### src/rtl/if_prefetch_unit_if.sv
`default_nettype none
// +------------------------------------------------------------------+
// | if_prefetch_unit_if: redirect, imem and decode-side bundle        |
// | Rev 1.0                                                           |
// +------------------------------------------------------------------+
interface if_prefetch_unit_if #(
  parameter int XLEN = 32
);
  logic            Trap_Return;
  logic            Take_trap;
  logic            Branch_taken;
  logic [XLEN-1:0] EPC_OUT;
  logic [XLEN-1:0] MTVEC;
  logic [XLEN-1:0] target_pc;
  logic            imem_req_valid;
  logic            imem_req_ready;
  logic [XLEN-1:0] imem_req_addr;
  logic            imem_rsp_valid;
  logic [XLEN-1:0] imem_rsp_data;
  logic            instr_valid;
  logic            id_ready;
  logic [XLEN-1:0] instr;
  logic [XLEN-1:0] pc;

  modport master (
    input  Trap_Return, Take_trap, Branch_taken, EPC_OUT, MTVEC, target_pc,
    input  imem_req_ready, imem_rsp_valid, imem_rsp_data, id_ready,
    output imem_req_valid, imem_req_addr, instr_valid, instr, pc
  );

  modport slave (
    output Trap_Return, Take_trap, Branch_taken, EPC_OUT, MTVEC, target_pc,
    output imem_req_ready, imem_rsp_valid, imem_rsp_data, id_ready,
    input  imem_req_valid, imem_req_addr, instr_valid, instr, pc
  );
endinterface
`default_nettype wire

### src/rtl/if_prefetch_unit.sv
`default_nettype none
// +------------------------------------------------------------------+
// | if_prefetch_unit: decoupled instruction fetch with prefetch FIFO  |
// | Rev 1.0                                                           |
// +------------------------------------------------------------------+
module if_prefetch_unit #(
  parameter int              XLEN         = 32,
  parameter logic [XLEN-1:0] BOOT_ADDRESS = '0,
  parameter int              FIFO_DEPTH   = 4
) (
  input  logic               clk,
  input  logic               rst,
  if_prefetch_unit_if.master bus
);

  localparam int              PW      = $clog2(FIFO_DEPTH);
  localparam int              CW      = PW + 1;
  localparam logic [CW-1:0]   ONE     = 1;
  localparam logic [CW:0]     DEPTH_W = (CW+1)'(FIFO_DEPTH);
  localparam logic [XLEN-1:0] STEP    = 4;

  logic [XLEN-1:0] fetch_pc;
  logic [XLEN-1:0] rsp_pc;
  logic [CW-1:0]   outstanding;
  logic [CW-1:0]   discard;
  logic [CW-1:0]   wr_ptr;
  logic [CW-1:0]   rd_ptr;
  logic [XLEN-1:0] pc_mem    [FIFO_DEPTH];
  logic [XLEN-1:0] instr_mem [FIFO_DEPTH];

  logic            redirect;
  logic [XLEN-1:0] target_raw;
  logic [XLEN-1:0] target;
  logic [CW-1:0]   fifo_count;
  logic [CW:0]     in_flight;
  logic            fifo_empty;
  logic            accept;
  logic            rsp;
  logic            pop;
  logic [CW-1:0]   outstanding_nxt;

  assign redirect   = bus.Trap_Return | bus.Take_trap | bus.Branch_taken;
  assign target_raw = bus.Trap_Return ? bus.EPC_OUT :
                      bus.Take_trap   ? bus.MTVEC   : bus.target_pc;
  assign target     = {target_raw[XLEN-1:2], 2'b00};

  // Requests are only issued while every in-flight word has a FIFO slot waiting
  assign fifo_count = wr_ptr - rd_ptr;
  assign in_flight  = {1'b0, fifo_count} + {1'b0, outstanding};
  assign fifo_empty = (wr_ptr == rd_ptr);

  assign bus.imem_req_valid = !rst && !redirect && (in_flight < DEPTH_W);
  assign bus.imem_req_addr  = fetch_pc;
  assign bus.instr_valid    = !fifo_empty;
  assign bus.instr          = instr_mem[rd_ptr[PW-1:0]];
  assign bus.pc             = pc_mem[rd_ptr[PW-1:0]];

  assign accept = bus.imem_req_valid && bus.imem_req_ready;
  assign rsp    = bus.imem_rsp_valid;
  assign pop    = !fifo_empty && bus.id_ready && !redirect;

  always_comb begin
    outstanding_nxt = outstanding;
    case ({accept, rsp})
      2'b10:   outstanding_nxt = outstanding + ONE;
      2'b01:   outstanding_nxt = outstanding - ONE;
      default: outstanding_nxt = outstanding;
    endcase
  end

  always_ff @(posedge clk) begin
    if (rst) begin
      fetch_pc    <= BOOT_ADDRESS;
      rsp_pc      <= BOOT_ADDRESS;
      outstanding <= '0;
      discard     <= '0;
      wr_ptr      <= '0;
      rd_ptr      <= '0;
      for (int i = 0; i < FIFO_DEPTH; i++) begin
        pc_mem[i]    <= BOOT_ADDRESS;
        instr_mem[i] <= '0;
      end
    end else begin
      outstanding <= outstanding_nxt;
      if (redirect) begin
        // Everything still in flight is stale; a response arriving now is dropped too
        fetch_pc <= target;
        rsp_pc   <= target;
        wr_ptr   <= '0;
        rd_ptr   <= '0;
        discard  <= rsp ? (outstanding - ONE) : outstanding;
      end else begin
        if (accept) begin
          fetch_pc <= fetch_pc + STEP;
        end
        if (rsp) begin
          if (discard != '0) begin
            discard <= discard - ONE;
          end else begin
            pc_mem[wr_ptr[PW-1:0]]    <= rsp_pc;
            instr_mem[wr_ptr[PW-1:0]] <= bus.imem_rsp_data;
            wr_ptr                    <= wr_ptr + ONE;
            rsp_pc                    <= rsp_pc + STEP;
          end
        end
        if (pop) begin
          rd_ptr <= rd_ptr + ONE;
        end
      end
    end
  end

endmodule
`default_nettype wire

### src/flat_wrapper.sv
// flat-port wrapper written by rule: the top's interface ports become plain ports
module if_prefetch_unit_flat 
#(
  parameter int              XLEN         = 32,
  parameter logic [XLEN-1:0] BOOT_ADDRESS = '0,
  parameter int              FIFO_DEPTH   = 4
)
  (clk, rst, bus_Trap_Return, bus_Take_trap, bus_Branch_taken, bus_EPC_OUT, bus_MTVEC, bus_target_pc, bus_imem_req_ready, bus_imem_rsp_valid, bus_imem_rsp_data, bus_id_ready, bus_imem_req_valid, bus_imem_req_addr, bus_instr_valid, bus_instr, bus_pc);
  if_prefetch_unit_if #(.XLEN(XLEN)) bus_i ();
  input  logic clk;
  input  logic rst;
  input wire logic [$bits(bus_i.Trap_Return)-1:0] bus_Trap_Return;
  input wire logic [$bits(bus_i.Take_trap)-1:0] bus_Take_trap;
  input wire logic [$bits(bus_i.Branch_taken)-1:0] bus_Branch_taken;
  input wire logic [$bits(bus_i.EPC_OUT)-1:0] bus_EPC_OUT;
  input wire logic [$bits(bus_i.MTVEC)-1:0] bus_MTVEC;
  input wire logic [$bits(bus_i.target_pc)-1:0] bus_target_pc;
  input wire logic [$bits(bus_i.imem_req_ready)-1:0] bus_imem_req_ready;
  input wire logic [$bits(bus_i.imem_rsp_valid)-1:0] bus_imem_rsp_valid;
  input wire logic [$bits(bus_i.imem_rsp_data)-1:0] bus_imem_rsp_data;
  input wire logic [$bits(bus_i.id_ready)-1:0] bus_id_ready;
  output wire logic [$bits(bus_i.imem_req_valid)-1:0] bus_imem_req_valid;
  output wire logic [$bits(bus_i.imem_req_addr)-1:0] bus_imem_req_addr;
  output wire logic [$bits(bus_i.instr_valid)-1:0] bus_instr_valid;
  output wire logic [$bits(bus_i.instr)-1:0] bus_instr;
  output wire logic [$bits(bus_i.pc)-1:0] bus_pc;
  assign bus_i.Trap_Return = bus_Trap_Return;
  assign bus_i.Take_trap = bus_Take_trap;
  assign bus_i.Branch_taken = bus_Branch_taken;
  assign bus_i.EPC_OUT = bus_EPC_OUT;
  assign bus_i.MTVEC = bus_MTVEC;
  assign bus_i.target_pc = bus_target_pc;
  assign bus_i.imem_req_ready = bus_imem_req_ready;
  assign bus_i.imem_rsp_valid = bus_imem_rsp_valid;
  assign bus_i.imem_rsp_data = bus_imem_rsp_data;
  assign bus_i.id_ready = bus_id_ready;
  assign bus_imem_req_valid = bus_i.imem_req_valid;
  assign bus_imem_req_addr = bus_i.imem_req_addr;
  assign bus_instr_valid = bus_i.instr_valid;
  assign bus_instr = bus_i.instr;
  assign bus_pc = bus_i.pc;
  if_prefetch_unit #(.XLEN(XLEN), .BOOT_ADDRESS(BOOT_ADDRESS), .FIFO_DEPTH(FIFO_DEPTH)) u_core (.clk(clk), .rst(rst), .bus(bus_i));
endmodule
### config.mk
export PLATFORM = sky130hd
export DESIGN_NAME = if_prefetch_unit_flat
export DESIGN_NICKNAME = d
export VERILOG_FILES = /design/src/rtl/if_prefetch_unit_if.sv /design/src/rtl/if_prefetch_unit.sv /design/src/flat_wrapper.sv
export SDC_FILE = /design/constraint.sdc
export NUM_CORES = 1
export LEC_CHECK = 0
export BUFFER_PORTS_ARGS = -buffer_cell sky130_fd_sc_hd__buf_4
export CAP_MARGIN = 20
export CELL_PAD_IN_SITES_DETAIL_PLACEMENT = 1
export CELL_PAD_IN_SITES_GLOBAL_PLACEMENT = 2
export CORE_UTILIZATION = 39
export CTS_CLUSTER_DIAMETER = 50
export DETAILED_ROUTE_END_ITERATION = 8
export PLACE_DENSITY = 0.79
export SYNTH_ARGS = -nofsm -noshare
export SYNTH_HDL_FRONTEND = slang
export SYNTH_SLANG_ARGS = --single-unit
### constraint.sdc
create_clock -name clk -period 8.95 [get_ports clk]
set_input_delay 1.79 -clock clk [delete_from_list [all_inputs] [get_ports clk]]
set_output_delay 1.79 -clock clk [all_outputs]
set_load 0.01 [all_outputs]
==> flow_summary.yaml, run 1 <==
placement:
  dpl.hpwl_mm: 29.7
  io_buffers: 223
  gp_congestion: 0.785
power:
  pwr-share-clk_pct: 45.0
  leakage_uw: 0.00727
  p_seq_share_pct: 46.5
  p_sw_uw: 878
  power_density_nw_per_um2: 193
  total_power_uw: 3690
  swShare_pct: 23.8
  p_comb_share_pct: 8.5
  ir_drop_uv: 108
  internal_power_uw: 2810
timing:
  setup_viol: 0
  post-route-period-util_pct: 61.2
  max_freq_mhz: 182
  final_max_slew_viol_count: 0
  relSlewSlack_pct: 34.2
  finalClockSkew_ps: 22.7
  grt_setup_unrepaired: "no"
  finalHoldViolCount: 0
  worstMarginPinSlew_ps: 987
  fin_crit_ps: 5480
  fin_setup_tns_ps: 0
outcome:
  status: "finished clean"
setup_path:
  required_ps: 7160
  worstPathArrival_ps: 3690
  max_stage_delay_ps: 510
  rr_worst_depth: 10
  r2r_slack_ps: 4470
  critical_path_class: "input port to output pin"
  critPathBufInv: 3
  cpMostUsedCell: "buf_4"
  cp_max_fo: 57
  crit_chain: "buf_4 -> nor3_2 -> buf_4 -> nand2_1 -> nor2_1 -> buf_4"
  crit_path_start_kind: "input port"
  cp-end-kind: "output pin"
  reg2reg_to: "u_core.pc_mem[2][3]"
  critPathTopFamily: "simple AND/OR/NAND/NOR gates"
  crit_slowest_cell: "buf_4"
  reg2reg_from: "u_core.discard[0]"
die:
  coreArea_um2: 39600
  die_x_um: 202
  initial_core_util_pct: 39.5
  io_pins: 234
  dieArea_um2: 41000
  row_count: 73
  fp.dieH_um: 202
clock_network:
  clock-sinks: 322
  cts.repair.resized: 0
  htree_levels: 2
  clk_latency_ps: 550
  clkTransAtPathRegs_ps: 50
  cts_tree: "built"
  clock_path_buffers: 3
  cts_buffers: 42
  cts_setup_buffers: 0
  hold_buffers: 0
  cts_root_buffer: "clkbuf_16"
min_path:
  min_path_cells: 2
  min_from: "u_core.rd_ptr[1]"
  hold_path.class: "flop to flop"
grt:
  grt_pass1_vias: 12100
  antenna_found_initial: 0
  grt_pass1_wl_mm: 70.6
  grtUsageTotal_pct: 22.4
  grt_max_degree: 67
  grt-ovfl-total: 0
yosys:
  synth_top_area_cell: "edfxtp_1"
  yosys.area_share.adder_pct: 1.17
  synth_cells: 1286
  syn_avg_cell_area_um2: 12.2
  synth_top_area_share_pct: 47.5
  synth-edff-count: 248
  synthArstFlopShare_pct: 0
  syn_area_um2: 15700
  synth-compound-area-share_pct: 9.20
  synthTopCellsByArea: "edfxtp_1 48%, dfxtp_1 9.5%, mux4_2 8.9%, and2_1 6.5%, and3_1 2.3%"
  synth_cell_types: 70
  synthSimpleGateAreaFrac_pct: 19.1
  yosysSeqAreaShare_pct: 57.0
  synth-main-ff-cell: "edfxtp_1"
  muxShareOfSynthArea_pct: 9.04
  synth_top_family_by_area: "simple AND/OR/NAND/NOR gates"
  ys_warn_count: 0
  ys_seq_elements: 322
  synth-xor-area-share_pct: 1.01
detailed_routing:
  drtIter0Drc: 596
  drc: 0
  wire_per_inst_um: 22.5
  drt_first_pass_iters: 5
  via_per_inst: 5.60
  totalWireLength_mm: 45.8
  vias: 11400
  antenna_left: 0
cells_and_area:
  synthToLayoutAreaGrowth_pct: 22.1
  final_nets: 1628
  num_antenna_cells: 0
  drive_above_1_share_pct: 26.6
run:
  maxCapViolations: 0
==> synth_stat cells, drive strengths merged (3+ instances only) <==
cell,number
edfxtp,248
and2,162
nand2,75
dfxtp,74
clkbuf,67
mux4,62
nor2,62
and3,58
o21ai,56
a21oi,50
nor4,39
nand3,34
buf,33
inv,27
nand4,26
a22oi,22
nor3,22
a211oi,18
ha,13
xor2,11
and4,9
or3,9
a31oi,8
nor2b,8
a311oi,7
a31o,7
o211ai,7
xnor2,7
a21o,6
nand3b,6
o21a,6
or2,5
a221oi,4
a22o,4
o221a,4
a221o,3
o311ai,3
==> worst max path at each step <==
stage                       startpoint                endpoint  cells after the start
floorplan           bus_imem_rsp_valid  u_core.instr_mem[3][0]                      6
global placement       bus_Trap_Return     u_core.pc_mem[2][3]                     10
detailed placement     bus_Trap_Return     u_core.pc_mem[2][3]                     10
CTS                    bus_Trap_Return      bus_imem_req_valid                      6
global route           bus_Trap_Return      bus_imem_req_valid                      6
finish                 bus_Trap_Return      bus_imem_req_valid                      6
==> tightest hold or removal path: cells and delay by family, from the launching register on <==
kind / cells / cell delay (ps)
flip-flops: 1 / 330
AO/OA/AOI/OAI: 1 / 70
AND/OR/NAND/NOR: 1 / 60
==> routing by layer <==
metal / wire (um) / GRT usage, % / vias to the layer above
li1: - / - / 5266
met1: 19800 / 29.1 / 5744
met2: 22500 / 38.6 / 329
met3: 2460 / 3.87 / 63
met4: 960 / 6.18 / 0
met5: 0 / 0 / -
==> metrics by stage <==
step           util [%]  area [um^2]  std cells  setup WS (ps)  hold WS [ps]
2_1_floorplan         -        15700       1289           1130           467
3_3_place_gp       44.9        17800       1959           3060           483
3_5_place_dp       44.9        17800       1959           3020           495
4_1_cts            48.3        19100       2035           3430           511
5_1_grt            48.3        19100       2035           3310           536
6_report           48.3        19100       2035           3470           506
==> power groups by stage <==
stage,Clock (uW),Combinational (uW),Sequential (uW)
after global routing,1750,341,1720
after CTS,1700,317,1720
after detailed placement,0,315,1750
after global placement,0,308,1740
after floorplan,0,165,1730
final,1660,312,1720
==> cells in the final DEF, fill, tap and decap left out, drive strengths merged, types with 18 or more instances in the layout <==
cell    instances
edfxtp        248
buf           245
and2          162
nand2          75
dfxtp          74
mux4           62
nor2           62
and3           58
o21ai          56
clkbuf         55
a21oi          50
nor4           39
nand3          34
inv            32
nand4          26
a22oi          22
nor3           22
a211oi         18
==> layout make-up <==
cell class,count,area [um^2]
fillers,4179,20500
flip-flops and latches,322,8930
multi-input cells,839,6240
repair buffers,245,1840
clock buffers,55,1130
well taps,525,657
clock inverters,21,228
inverters,28,105
==> sequential cells by signal (all words and copies together) (netlist names), named ones only <==
| register | flops |
|---|---|
| u_core.instr_mem | 128 |
| u_core.pc_mem | 120 |
| u_core.bus.imem_req_addr | 30 |
| u_core.rsp_pc | 30 |
| u_core.discard | 3 |
| u_core.outstanding | 3 |
| u_core.rd_ptr | 3 |
| u_core.wr_ptr | 3 |
==> logic make-up after synthesis <==
kind of cell    Yosys count
simple gates            523
flops                   322
compound gates          216
buf+inv                 128
mux                      64
xor+xnor                 18
fa+ha+maj                14
other cells               1
No activity file was read; power rests on OpenSTA's default activity.
==> inputs of run 2 (changes only) <==
- CORE_UTILIZATION: 39 -> 35
- PLACE_DENSITY: 0.79 -> 0.75
- clock period: 8.95 -> 4.8 ns (I/O delays scaled with it)
==> flow_summary.yaml, run 2 (synthesis gave the netlist of run 1 again) <==
power:
  ir_drop_uv: 255
  leakage_uw: 0.00732
  power_density_nw_per_um2: 356
detailed_routing:
  vias: 11400
  drtIter0Drc: 613
  totalWireLength_mm: 46.6
  wl_met3_mm: 2.64
  via_per_inst: 5.41
  drc: 0
  wire_per_inst_um: 22.1
  drt_first_pass_iters: 5
  topRoutingLayerUsed: "met4"
  routedLengthMet1_mm: 20.0
  antenna_left: 0
  wl_met2_mm: 23.1
cells_and_area:
  multi_input_area_um2: 6240
  regMostFlops: "u_core.instr_mem"
  drive_above_1_share_pct: 27.2
  top_regs: "u_core.instr_mem x128, u_core.pc_mem x120"
  synthToLayoutAreaGrowth_pct: 23.4
  final_cell_mix: "248 x edfxtp_1, 244 x buf_4, 162 x and2_1"
  largest_reg_flops: 128
  final_nets: 1633
  fillers: 4646
  layout_commonest_cell: "edfxtp_1"
  regArea_um2: 8930
outcome:
  status: "finished clean"
clock_network:
  cts_tree: "built"
  htree_levels: 2
  hold_buffers: 0
  cts_buffers: 43
  cts_setup_buffers: 0
  cts_root_buffer: "clkbuf_16"
  clk_latency_ps: 540
  clock-sinks: 322
  clock_path_buffers: 3
  cts.repair.resized: 0
  clkTransAtPathRegs_ps: 60
grt:
  grt_max_degree: 63
  grt_pass1_wl_mm: 71.3
  grt_pass1_vias: 12100
  antenna_found_initial: 0
  grtUsageTotal_pct: 20.6
  grt-ovfl-total: 0
timing:
  finalClockSkew_ps: 12.7
  fin_crit_ps: 3750
  fin_setup_tns_ps: 0
  setup_viol: 0
  relSlewSlack_pct: 31.5
  worstMarginPinSlew_ps: 1020
  hold_ws_ps: 520
  finalHoldViolCount: 0
  max_freq_mhz: 266
  grt_setup_unrepaired: "no"
  final_max_slew_viol_count: 0
  fin_ws_ps: 1050
  post-route-period-util_pct: 78.2
setup_path:
  required_ps: 3840
  critical_path_class: "flop to output pin"
  cp-end-kind: "output pin"
  cp_max_fo: 5
  worstPathArrival_ps: 2790
  crit_path_start_kind: "flop"
min_path:
  hold_path.class: "flop to flop"
placement:
  dpl.hpwl_mm: 29.6
  io_buffers: 223
  place_ws_ps: 1200
  gp_congestion: 0.789
run:
  maxCapViolations: 0
die:
  dieArea_um2: 45600
  initial_core_util_pct: 35.4
  io_pins: 234
  coreArea_um2: 44200
  fp.dieH_um: 214
  row_count: 77
  die_x_um: 214
-- run 2: cell count changes in the layout (fill, tap and decap cells not counted), moves of 2 or more --
cell | previous run | this run
clkbuf_16 | 43 | 45
clkinv_1 | 7 | 4
buf_12 | 0 | 5
clkinv_2 | 2 | 4
clkinv_4 | 1 | 4
bufinv_16 | 4 | 2
clkinvlp_4 | 3 | 5
-- run 2: path summary, 6_finish.rpt --
check / startpoint / slack (ps) / to / depth (start not counted)
worst min register to register: u_core.rd_ptr[1] / 520 / flop / 2
worst max-delay path: u_core.rd_ptr[0] / 1050 / bus_imem_req_valid / 8
worst min-delay path: u_core.rd_ptr[1] / 520 / flop / 2
worst max register to register: u_core.rd_ptr[0] / 1260 / u_core.bus.imem_req_addr[28] / 10
-- run 2: stage by stage --
| stage | std cells | area, um^2 | utilization [%] | power [uW] |
|---|---|---|---|---|
| finish | 2109 | 19300 | 43.7 | 6890 |
| global placement | 2030 | 18000 | 40.6 | 3830 |
| floorplan | 1289 | 15700 | - | 3540 |
| detailed placement | 2030 | 18000 | 40.6 | 3850 |
| global route | 2108 | 19300 | 43.7 | 7120 |
| CTS | 2108 | 19300 | 43.7 | 6950 |
-- run 2: power breakdown --
group	internal [uW]	total [uW]	switching (uW)	leakage (uW)
clock network	1850	3100	1240	0.000657
registers	3110	3200	87.7	0.00317
logic	250	593	343	0.00350
total	5210	6890	1670	0.00732
-- run 2: critical path: stages (launching register included) --
cell and delay, ps:
dfxtp_1 380, ha_1 170, inv_1 50, fa_1 460
ha_1 290, and3b_1 240, or4_1 410, nor2_1 140
buf_4 140
-- run 2: final cells by class --
cell class | instances | area share, %
sequential | 322 | 46.2
multi-input combinational | 839 | 32.3
timing repair buffer | 249 | 9.99
clock buffer | 56 | 6.09
tap | 592 | 3.83
clock inverter | 22 | 1.03
inverter | 28 | 0.544
antenna | 1 | 0.0129
-- run 2: layer usage --
| metal | track usage, % | up-vias |
|---|---|---|
| met5 | 0 | - |
| met4 | 5.17 | 0 |
| met3 | 3.87 | 63 |
| met2 | 36.1 | 316 |
| met1 | 26.1 | 5749 |
| li1 | - | 5274 |
